## config.mk

```make
export PLATFORM = sky130hd
export DESIGN_NAME = ahb_lite_arb_2to1_flat
export DESIGN_NICKNAME = d
export VERILOG_FILES = /design/src/rtl/ahb_lite_arb_2to1_pkg.sv /design/src/rtl/ahb_lite_arb_2to1_if.sv /design/src/rtl/ahb_lite_arb_2to1_req_hold.sv /design/src/rtl/ahb_lite_arb_2to1.sv /design/src/flat_wrapper.sv
export SDC_FILE = /design/constraint.sdc
export NUM_CORES = 1
export LEC_CHECK = 0
export BUFFER_PORTS_ARGS = -buffer_cell sky130_fd_sc_hd__buf_2
export CAP_MARGIN = 30
export CORE_AREA = 2 2 128 130
export CTS_BUF_LIST = sky130_fd_sc_hd__clkbuf_4 sky130_fd_sc_hd__clkbuf_8
export DETAILED_ROUTE_END_ITERATION = 7
export DIE_AREA = 0 0 130 132
export PLACE_DENSITY = 0.68
export REMOVE_ABC_BUFFERS = 1
export SLEW_MARGIN = 10
export SYNTH_ARGS = -nofsm -noshare
export SYNTH_HDL_FRONTEND = slang
export SYNTH_SLANG_ARGS = --single-unit
```

## constraint.sdc

```tcl
create_clock -name hclk_i -period 4.2 [get_ports hclk_i]
set_input_delay 1.26 -clock hclk_i [delete_from_list [all_inputs] [get_ports hclk_i]]
set_output_delay 1.26 -clock hclk_i [all_outputs]
set_load 0.1 [all_outputs]
```

## src/rtl/ahb_lite_arb_2to1_pkg.sv

```systemverilog
// Shared types and constants for the two-port AHB-Lite arbiter.
package ahb_lite_arb_2to1_pkg;

    localparam int unsigned AHB_ADDR_W = 32;

    typedef enum logic [1:0] {
        HTRANS_IDLE   = 2'b00,
        HTRANS_BUSY   = 2'b01,
        HTRANS_NONSEQ = 2'b10,
        HTRANS_SEQ    = 2'b11
    } htrans_e;

    localparam logic [2:0] HBURST_SINGLE = 3'b000;

    typedef struct packed {
        logic [AHB_ADDR_W-1:0] addr;
        logic                  write;
        logic [2:0]            size;
        logic [3:0]            prot;
    } ahb_addr_req_t;

    // Returns the winning port index; pref only matters when both request.
    function automatic logic arb_pick(input logic req0, input logic req1, input logic pref);
        if (req0 && req1) begin
            return pref;
        end
        return req1;
    endfunction

endpackage

```

## src/rtl/ahb_lite_arb_2to1_if.sv

```systemverilog
// AHB-Lite bus bundle; master drives the address/data phase, slave answers.
interface ahb_lite_arb_2to1_if #(
    parameter int unsigned ADDR_W = 32,
    parameter int unsigned DATA_W = 32
);
    logic [ADDR_W-1:0] haddr;
    logic [1:0]        htrans;
    logic              hwrite;
    logic [2:0]        hsize;
    logic [3:0]        hprot;
    logic [2:0]        hburst;
    logic              hmastlock;
    logic [DATA_W-1:0] hwdata;
    logic [DATA_W-1:0] hrdata;
    logic              hready;
    logic              hresp;

    modport master (
        output haddr, htrans, hwrite, hsize, hprot, hburst, hmastlock, hwdata,
        input  hrdata, hready, hresp
    );

    // Upstream adapters issue SINGLE only, so burst/lock are not consumed.
    modport slave (
        input  haddr, htrans, hwrite, hsize, hprot, hwdata,
        output hrdata, hready, hresp
    );
endinterface

```

## src/rtl/ahb_lite_arb_2to1_req_hold.sv

```systemverilog
// Per-port request capture: hold register for a not-yet-issued address phase
// plus the outstanding flag that drives this port's hready back-pressure.
module ahb_lite_arb_2to1_req_hold
    import ahb_lite_arb_2to1_pkg::*;
(
    input  logic          clk,
    input  logic          rst_n,
    input  logic [1:0]    htrans,
    input  ahb_addr_req_t live,
    input  logic          granted,
    input  logic          bus_ready,
    input  logic          dp_mine,
    output logic          req,
    output logic          held,
    output logic          hready,
    output ahb_addr_req_t sel
);
    logic          hold_vld;
    ahb_addr_req_t hold_req;
    logic          outstanding;
    logic          live_vld;
    logic          issued;

    assign hready   = !outstanding || (dp_mine && bus_ready);
    assign live_vld = (htrans == HTRANS_NONSEQ) && hready;
    assign issued   = granted && bus_ready;
    assign req      = hold_vld || live_vld;
    assign held     = hold_vld;
    assign sel      = hold_vld ? hold_req : live;

    always_ff @(posedge clk or negedge rst_n) begin
        if (!rst_n) begin
            hold_vld    <= 1'b0;
            hold_req    <= '0;
            outstanding <= 1'b0;
        end else begin
            // A port with a pending hold is stalled, so live and hold never coexist.
            if (hold_vld) begin
                if (issued) begin
                    hold_vld <= 1'b0;
                end
            end else if (live_vld && !issued) begin
                hold_vld <= 1'b1;
                hold_req <= live;
            end

            // New acceptance wins over completion for back-to-back transfers.
            if (live_vld) begin
                outstanding <= 1'b1;
            end else if (dp_mine && bus_ready) begin
                outstanding <= 1'b0;
            end
        end
    end
endmodule

```

## src/rtl/ahb_lite_arb_2to1.sv

```systemverilog
// Two-master to one-slave AHB-Lite arbiter: live grants pass straight through,
// losers are held and replayed ahead of any new live request.
module ahb_lite_arb_2to1
    import ahb_lite_arb_2to1_pkg::*;
#(
    parameter int unsigned ADDR_W      = 32,
    parameter int unsigned DATA_W      = 32,
    parameter bit          ROUND_ROBIN = 1'b0,
    parameter int unsigned PRIO_PORT   = 1
) (
    input  logic                hclk_i,
    input  logic                hresetn_i,
    ahb_lite_arb_2to1_if.slave  s0,
    ahb_lite_arb_2to1_if.slave  s1,
    ahb_lite_arb_2to1_if.master m
);
    ahb_addr_req_t     live0, live1, sel0, sel1, gnt_req;
    logic              req0, req1, held0, held1, hready0, hready1;
    logic              gnt_vld, gnt_port, pref;
    logic              addr_lock, lock_port;
    logic              dp_vld, dp_owner, rr_ptr;
    logic              dp_mine0, dp_mine1;
    logic [DATA_W-1:0] wdata_sel;

    assign live0 = '{addr: AHB_ADDR_W'(s0.haddr), write: s0.hwrite, size: s0.hsize, prot: s0.hprot};
    assign live1 = '{addr: AHB_ADDR_W'(s1.haddr), write: s1.hwrite, size: s1.hsize, prot: s1.hprot};

    assign dp_mine0 = dp_vld && !dp_owner;
    assign dp_mine1 = dp_vld &&  dp_owner;

    ahb_lite_arb_2to1_req_hold u_hold0 (
        .clk       (hclk_i),
        .rst_n     (hresetn_i),
        .htrans    (s0.htrans),
        .live      (live0),
        .granted   (gnt_vld && !gnt_port),
        .bus_ready (m.hready),
        .dp_mine   (dp_mine0),
        .req       (req0),
        .held      (held0),
        .hready    (hready0),
        .sel       (sel0)
    );

    ahb_lite_arb_2to1_req_hold u_hold1 (
        .clk       (hclk_i),
        .rst_n     (hresetn_i),
        .htrans    (s1.htrans),
        .live      (live1),
        .granted   (gnt_vld && gnt_port),
        .bus_ready (m.hready),
        .dp_mine   (dp_mine1),
        .req       (req1),
        .held      (held1),
        .hready    (hready1),
        .sel       (sel1)
    );

    // Locked address first, then held losers, then live requests.
    always_comb begin
        pref     = ROUND_ROBIN ? rr_ptr : (PRIO_PORT == 1);
        gnt_vld  = 1'b0;
        gnt_port = 1'b0;
        if (hresetn_i) begin
            if (addr_lock) begin
                gnt_vld  = 1'b1;
                gnt_port = lock_port;
            end else if (held0 || held1) begin
                gnt_vld  = 1'b1;
                gnt_port = arb_pick(held0, held1, pref);
            end else if (req0 || req1) begin
                gnt_vld  = 1'b1;
                gnt_port = arb_pick(req0, req1, pref);
            end
        end
    end

    assign gnt_req   = gnt_port ? sel1 : sel0;
    assign wdata_sel = dp_owner ? s1.hwdata : s0.hwdata;

    assign m.haddr     = gnt_vld ? ADDR_W'(gnt_req.addr) : '0;
    assign m.htrans    = gnt_vld ? HTRANS_NONSEQ : HTRANS_IDLE;
    assign m.hwrite    = gnt_vld && gnt_req.write;
    assign m.hsize     = gnt_vld ? gnt_req.size : '0;
    assign m.hprot     = gnt_vld ? gnt_req.prot : '0;
    assign m.hburst    = HBURST_SINGLE;
    assign m.hmastlock = 1'b0;
    assign m.hwdata    = dp_vld ? wdata_sel : '0;

    assign s0.hrdata = m.hrdata;
    assign s1.hrdata = m.hrdata;
    assign s0.hready = hready0;
    assign s1.hready = hready1;
    assign s0.hresp  = dp_mine0 && m.hresp;
    assign s1.hresp  = dp_mine1 && m.hresp;

    always_ff @(posedge hclk_i or negedge hresetn_i) begin
        if (!hresetn_i) begin
            addr_lock <= 1'b0;
            lock_port <= 1'b0;
            dp_vld    <= 1'b0;
            dp_owner  <= 1'b0;
            rr_ptr    <= 1'b0;
        end else if (m.hready) begin
            addr_lock <= 1'b0;
            dp_vld    <= gnt_vld;
            if (gnt_vld) begin
                dp_owner <= gnt_port;
                rr_ptr   <= ~gnt_port;
            end
        end else begin
            addr_lock <= gnt_vld;
            lock_port <= gnt_port;
        end
    end
endmodule

```

## src/flat_wrapper.sv

```systemverilog
// flat-port wrapper written by rule: the top's interface ports become plain ports
module ahb_lite_arb_2to1_flat import ahb_lite_arb_2to1_pkg::*;
#(
    parameter int unsigned ADDR_W      = 32,
    parameter int unsigned DATA_W      = 32,
    parameter bit          ROUND_ROBIN = 1'b0,
    parameter int unsigned PRIO_PORT   = 1
)
  (hclk_i, hresetn_i, s0_haddr, s0_htrans, s0_hwrite, s0_hsize, s0_hprot, s0_hwdata, s0_hrdata, s0_hready, s0_hresp, s1_haddr, s1_htrans, s1_hwrite, s1_hsize, s1_hprot, s1_hwdata, s1_hrdata, s1_hready, s1_hresp, m_haddr, m_htrans, m_hwrite, m_hsize, m_hprot, m_hburst, m_hmastlock, m_hwdata, m_hrdata, m_hready, m_hresp);
  ahb_lite_arb_2to1_if #(.ADDR_W(ADDR_W), .DATA_W(DATA_W)) s0_i ();
  ahb_lite_arb_2to1_if #(.ADDR_W(ADDR_W), .DATA_W(DATA_W)) s1_i ();
  ahb_lite_arb_2to1_if #(.ADDR_W(ADDR_W), .DATA_W(DATA_W)) m_i ();
  input  logic hclk_i;
  input  logic hresetn_i;
  input wire logic [$bits(s0_i.haddr)-1:0] s0_haddr;
  input wire logic [$bits(s0_i.htrans)-1:0] s0_htrans;
  input wire logic [$bits(s0_i.hwrite)-1:0] s0_hwrite;
  input wire logic [$bits(s0_i.hsize)-1:0] s0_hsize;
  input wire logic [$bits(s0_i.hprot)-1:0] s0_hprot;
  input wire logic [$bits(s0_i.hwdata)-1:0] s0_hwdata;
  output wire logic [$bits(s0_i.hrdata)-1:0] s0_hrdata;
  output wire logic [$bits(s0_i.hready)-1:0] s0_hready;
  output wire logic [$bits(s0_i.hresp)-1:0] s0_hresp;
  input wire logic [$bits(s1_i.haddr)-1:0] s1_haddr;
  input wire logic [$bits(s1_i.htrans)-1:0] s1_htrans;
  input wire logic [$bits(s1_i.hwrite)-1:0] s1_hwrite;
  input wire logic [$bits(s1_i.hsize)-1:0] s1_hsize;
  input wire logic [$bits(s1_i.hprot)-1:0] s1_hprot;
  input wire logic [$bits(s1_i.hwdata)-1:0] s1_hwdata;
  output wire logic [$bits(s1_i.hrdata)-1:0] s1_hrdata;
  output wire logic [$bits(s1_i.hready)-1:0] s1_hready;
  output wire logic [$bits(s1_i.hresp)-1:0] s1_hresp;
  output wire logic [$bits(m_i.haddr)-1:0] m_haddr;
  output wire logic [$bits(m_i.htrans)-1:0] m_htrans;
  output wire logic [$bits(m_i.hwrite)-1:0] m_hwrite;
  output wire logic [$bits(m_i.hsize)-1:0] m_hsize;
  output wire logic [$bits(m_i.hprot)-1:0] m_hprot;
  output wire logic [$bits(m_i.hburst)-1:0] m_hburst;
  output wire logic [$bits(m_i.hmastlock)-1:0] m_hmastlock;
  output wire logic [$bits(m_i.hwdata)-1:0] m_hwdata;
  input wire logic [$bits(m_i.hrdata)-1:0] m_hrdata;
  input wire logic [$bits(m_i.hready)-1:0] m_hready;
  input wire logic [$bits(m_i.hresp)-1:0] m_hresp;
  assign s0_i.haddr = s0_haddr;
  assign s0_i.htrans = s0_htrans;
  assign s0_i.hwrite = s0_hwrite;
  assign s0_i.hsize = s0_hsize;
  assign s0_i.hprot = s0_hprot;
  assign s0_i.hwdata = s0_hwdata;
  assign s0_hrdata = s0_i.hrdata;
  assign s0_hready = s0_i.hready;
  assign s0_hresp = s0_i.hresp;
  assign s1_i.haddr = s1_haddr;
  assign s1_i.htrans = s1_htrans;
  assign s1_i.hwrite = s1_hwrite;
  assign s1_i.hsize = s1_hsize;
  assign s1_i.hprot = s1_hprot;
  assign s1_i.hwdata = s1_hwdata;
  assign s1_hrdata = s1_i.hrdata;
  assign s1_hready = s1_i.hready;
  assign s1_hresp = s1_i.hresp;
  assign m_haddr = m_i.haddr;
  assign m_htrans = m_i.htrans;
  assign m_hwrite = m_i.hwrite;
  assign m_hsize = m_i.hsize;
  assign m_hprot = m_i.hprot;
  assign m_hburst = m_i.hburst;
  assign m_hmastlock = m_i.hmastlock;
  assign m_hwdata = m_i.hwdata;
  assign m_i.hrdata = m_hrdata;
  assign m_i.hready = m_hready;
  assign m_i.hresp = m_hresp;
  ahb_lite_arb_2to1 #(.ADDR_W(ADDR_W), .DATA_W(DATA_W), .ROUND_ROBIN(ROUND_ROBIN), .PRIO_PORT(PRIO_PORT)) u_core (.hclk_i(hclk_i), .hresetn_i(hresetn_i), .s0(s0_i), .s1(s1_i), .m(m_i));
endmodule
```

==> reports/qor.yml <==
sta:
  setup_viol: 0
  slew_headroom: 0.374
  timing_hold_violations_final: 0
  min_period_ns: 4.16
  rsz0062_at_grt: "true"
  max_freq_ghz: 0.241
  worst_slew_pin_slew_ns: 0.939
  drv_slew: 0
  period_share: 0.990
  worst_slack_ns: 0.0433
  holdWs_ns: 0.490
  fin_skew_ns: 0.00921
yosys:
  netlist.area_leader.share: 0.389
  synth-seq-cells: 88
  synth_area_um2: 5670
  avgSynthCellArea_um2: 11.5
  yosysTopAreaCell: "dfrtp_1"
  yosys-top-cells-area: "dfrtp_1 (39%), mux2i_1 (20%), mux2_4 (11%), buf_4 (9.9%), mux2_2 (7.9%)"
  yosysUniqueCellTypes: 30
  ys_seq_area_frac: 0.389
  ys_warn_count: 0
  syn_inst: 495
clocking:
  cts_tree: "built"
  cts.htree.levels: 3
  cts_made_buffers: 9
  cts-root-buf: "clkbuf_8"
  post_cts_resized: 0
  clk_path_buf_depth: 2
  cts_sinks: 88
  clk_pin_slew_ns: 0.08
  clkLatencyLatePin_ns: 0.36
  holdBufCountCts: 0
  cts_setup_buffers: 0
place:
  place_hpwl_um: 13900
  gp_congestion: 0.783
  dp_slack_ns: 0.0332
  port-buffer-count: 228
routing:
  drcViolationCount: 0
  drt_pass1_iterations: 7
  viasPerCell: 5.07
  drtAntennaViolNets: 0
  vias: 4425
  avgRoutedWirePerCell_um: 21.0
  drtIter0Drc: 150
  routed_wl_um: 18300
global_routing:
  track_usage: 0.210
  grt_pass1_vias: 4436
  antenna_found_initial: 11
  grt_start_max_net_pins: 48
  grt_pass1_wl_um: 26500
  overflow: 0
critical_path:
  reg2reg_depth: 3
  required_ns: 2.94
  crit_end: "m_haddr[12]"
  r2r_start: "u_core.u_hold1.held$_DFF_PN0_"
  r2r_slack_ns: 1.83
  startpoint: "s1_htrans[0]"
  critPathMaxFanout: 27
  worstSetupEndpointType: "output pin"
  r2r-end: "u_core.u_hold1.hold_req[12]$_DFFE_PN0P_"
  arrival_ns: 2.90
  critical_path.startpoint_type: "primary input"
  criticalPathCategory: "primary input to output pin"
floorplan:
  num_rows: 46
  die_x_um: 130
  die-area_um2: 17200
  die_y_um: 132
  start_util: 0.361
  ios: 330
  core_area_um2: 15700
power_and_ir_drop:
  power_density_nw_per_um2: 953
  p_leak_uw: 0.00355
  vdd_drop_max_mv: 0.601
hold_path:
  hold_path_class: "register to register"
  min_from: "u_core.lock_port$_DFFE_PN0N_"
outcome:
  status: "completed"
finish:
  syn_to_final_growth_pct: 30.3
  final_cell_mix: "buf_2 (187), mux2i_1 (112), dfrtp_1 (85)"
  mostFrequentLayoutCell: "buf_2"
  drive_gt1_frac: 0.541
  fill_cells: 1458
  finalNetCount: 833
run:
  drv_cap: 0
-- stage by stage --
stage / TNS [ns] / util / power [µW] / area, µm² / std cells
6_report: 0 / 0.470 / 7040 / 7380 / 873
5_1_grt: -0.542 / 0.469 / 7340 / 7380 / 870
3_5_place_dp: 0 / 0.454 / 6430 / 7140 / 854
2_1_floorplan: -172.72 / - / 4990 / 4970 / 394
4_1_cts: 0 / 0.467 / 7060 / 7340 / 870
3_3_place_gp: 0 / 0.454 / 6380 / 7140 / 854
-- routing by layer --
metal  vias to the layer above  wire length, µm  global-route usage
met4                         8              288              0.0609
met2                       272             7740               0.300
met5                         -               92              0.0353
met3                        26             2840               0.140
li1                       1997                -                   -
met1                      2122             7380               0.253
-- worst min path at each step --
stage / to / cells past startpoint
after floorplan: u_core.lock_port$_DFFE_PN0N_ / 2
after global placement: u_core.lock_port$_DFFE_PN0N_ / 2
after detailed placement: u_core.lock_port$_DFFE_PN0N_ / 2
after CTS: u_core.lock_port$_DFFE_PN0N_ / 2
after global routing: u_core.u_hold0.hold_req[12]$_DFFE_PN0P_ / 1
final: u_core.lock_port$_DFFE_PN0N_ / 2
-- registers in the layout, summed over array words and instances, names as in the netlist --
name	flops
u_core.lock_port	1
u_core.u_hold1.outstanding	1
u_core.dp_owner	1
u_core.dp_vld	1
u_core.u_hold1.hold_req	40
u_core.u_hold0.outstanding	1
u_core.addr_lock	1
u_core.u_hold1.held	1
u_core.u_hold0.hold_req	40
u_core.u_hold0.held	1
-- worst max-delay path: stages --
cell and delay, ns:
buf_2 0.09, nand2b_1 0.15, a21oi_1 0.20, buf_4 0.16
o21a_1 0.18, nand2_2 0.08, buf_4 0.23, o22ai_1 0.29
buf_12 0.22
-- final cells by class --
cell class / instances / area (µm²) / area share
Multi-Input combinational cell: 304 / 2820 / 0.382
Sequential cell: 88 / 2210 / 0.299
Timing Repair Buffer: 244 / 1880 / 0.254
Tap cell: 216 / 270 / 0.0366
Clock buffer: 13 / 154 / 0.0208
Clock inverter: 3 / 42.5 / 0.00576
Inverter: 2 / 7.51 / 0.00102
Antenna cell: 3 / 7.51 / 0.00102
-- logic make-up (layout without fill, tap and decap cells) --
kind of cell           Yosys count  in the layout  synth area share
AO/OA/AOI/OAI                   53             53            0.0585
buffers and inverters          107            262             0.128
flip-flops                      88             88             0.389
multiplexers                   192            192             0.383
other                            1              8          0.000662
AND/OR/NAND/NOR                 54             54            0.0415
-- Yosys cell counts --
cell type and count:
a31oi_1 1, nor2_1 35, nand2b_1 3, conb_1 1
mux2_2 40, mux2_4 40, a2111oi_0 1, or2_2 1
o2111ai_1 1, nor2b_1 3, buf_4 75, clkbuf_1 14
buf_1 4, nand2_1 7, nand3_1 1, o21a_1 1
or3b_1 1, inv_2 1, o31a_1 1, dfrtp_1 88
inv_1 1, mux2i_1 112, buf_2 8, o22ai_1 41
a21oi_1 2, nand3b_1 1, and3_1 2, o21ai_1 1
buf_6 4, o21ai_0 4
-- where the power goes --
group	leakage, µW	switching, µW	internal [µW]	total, µW
clock network	0.000101	302	301	604
registers	0.00107	221	1250	1480
logic	0.00237	3200	1760	4960
total	0.00355	3720	3320	7040
Note: power is estimated with default switching activity, not from simulation.
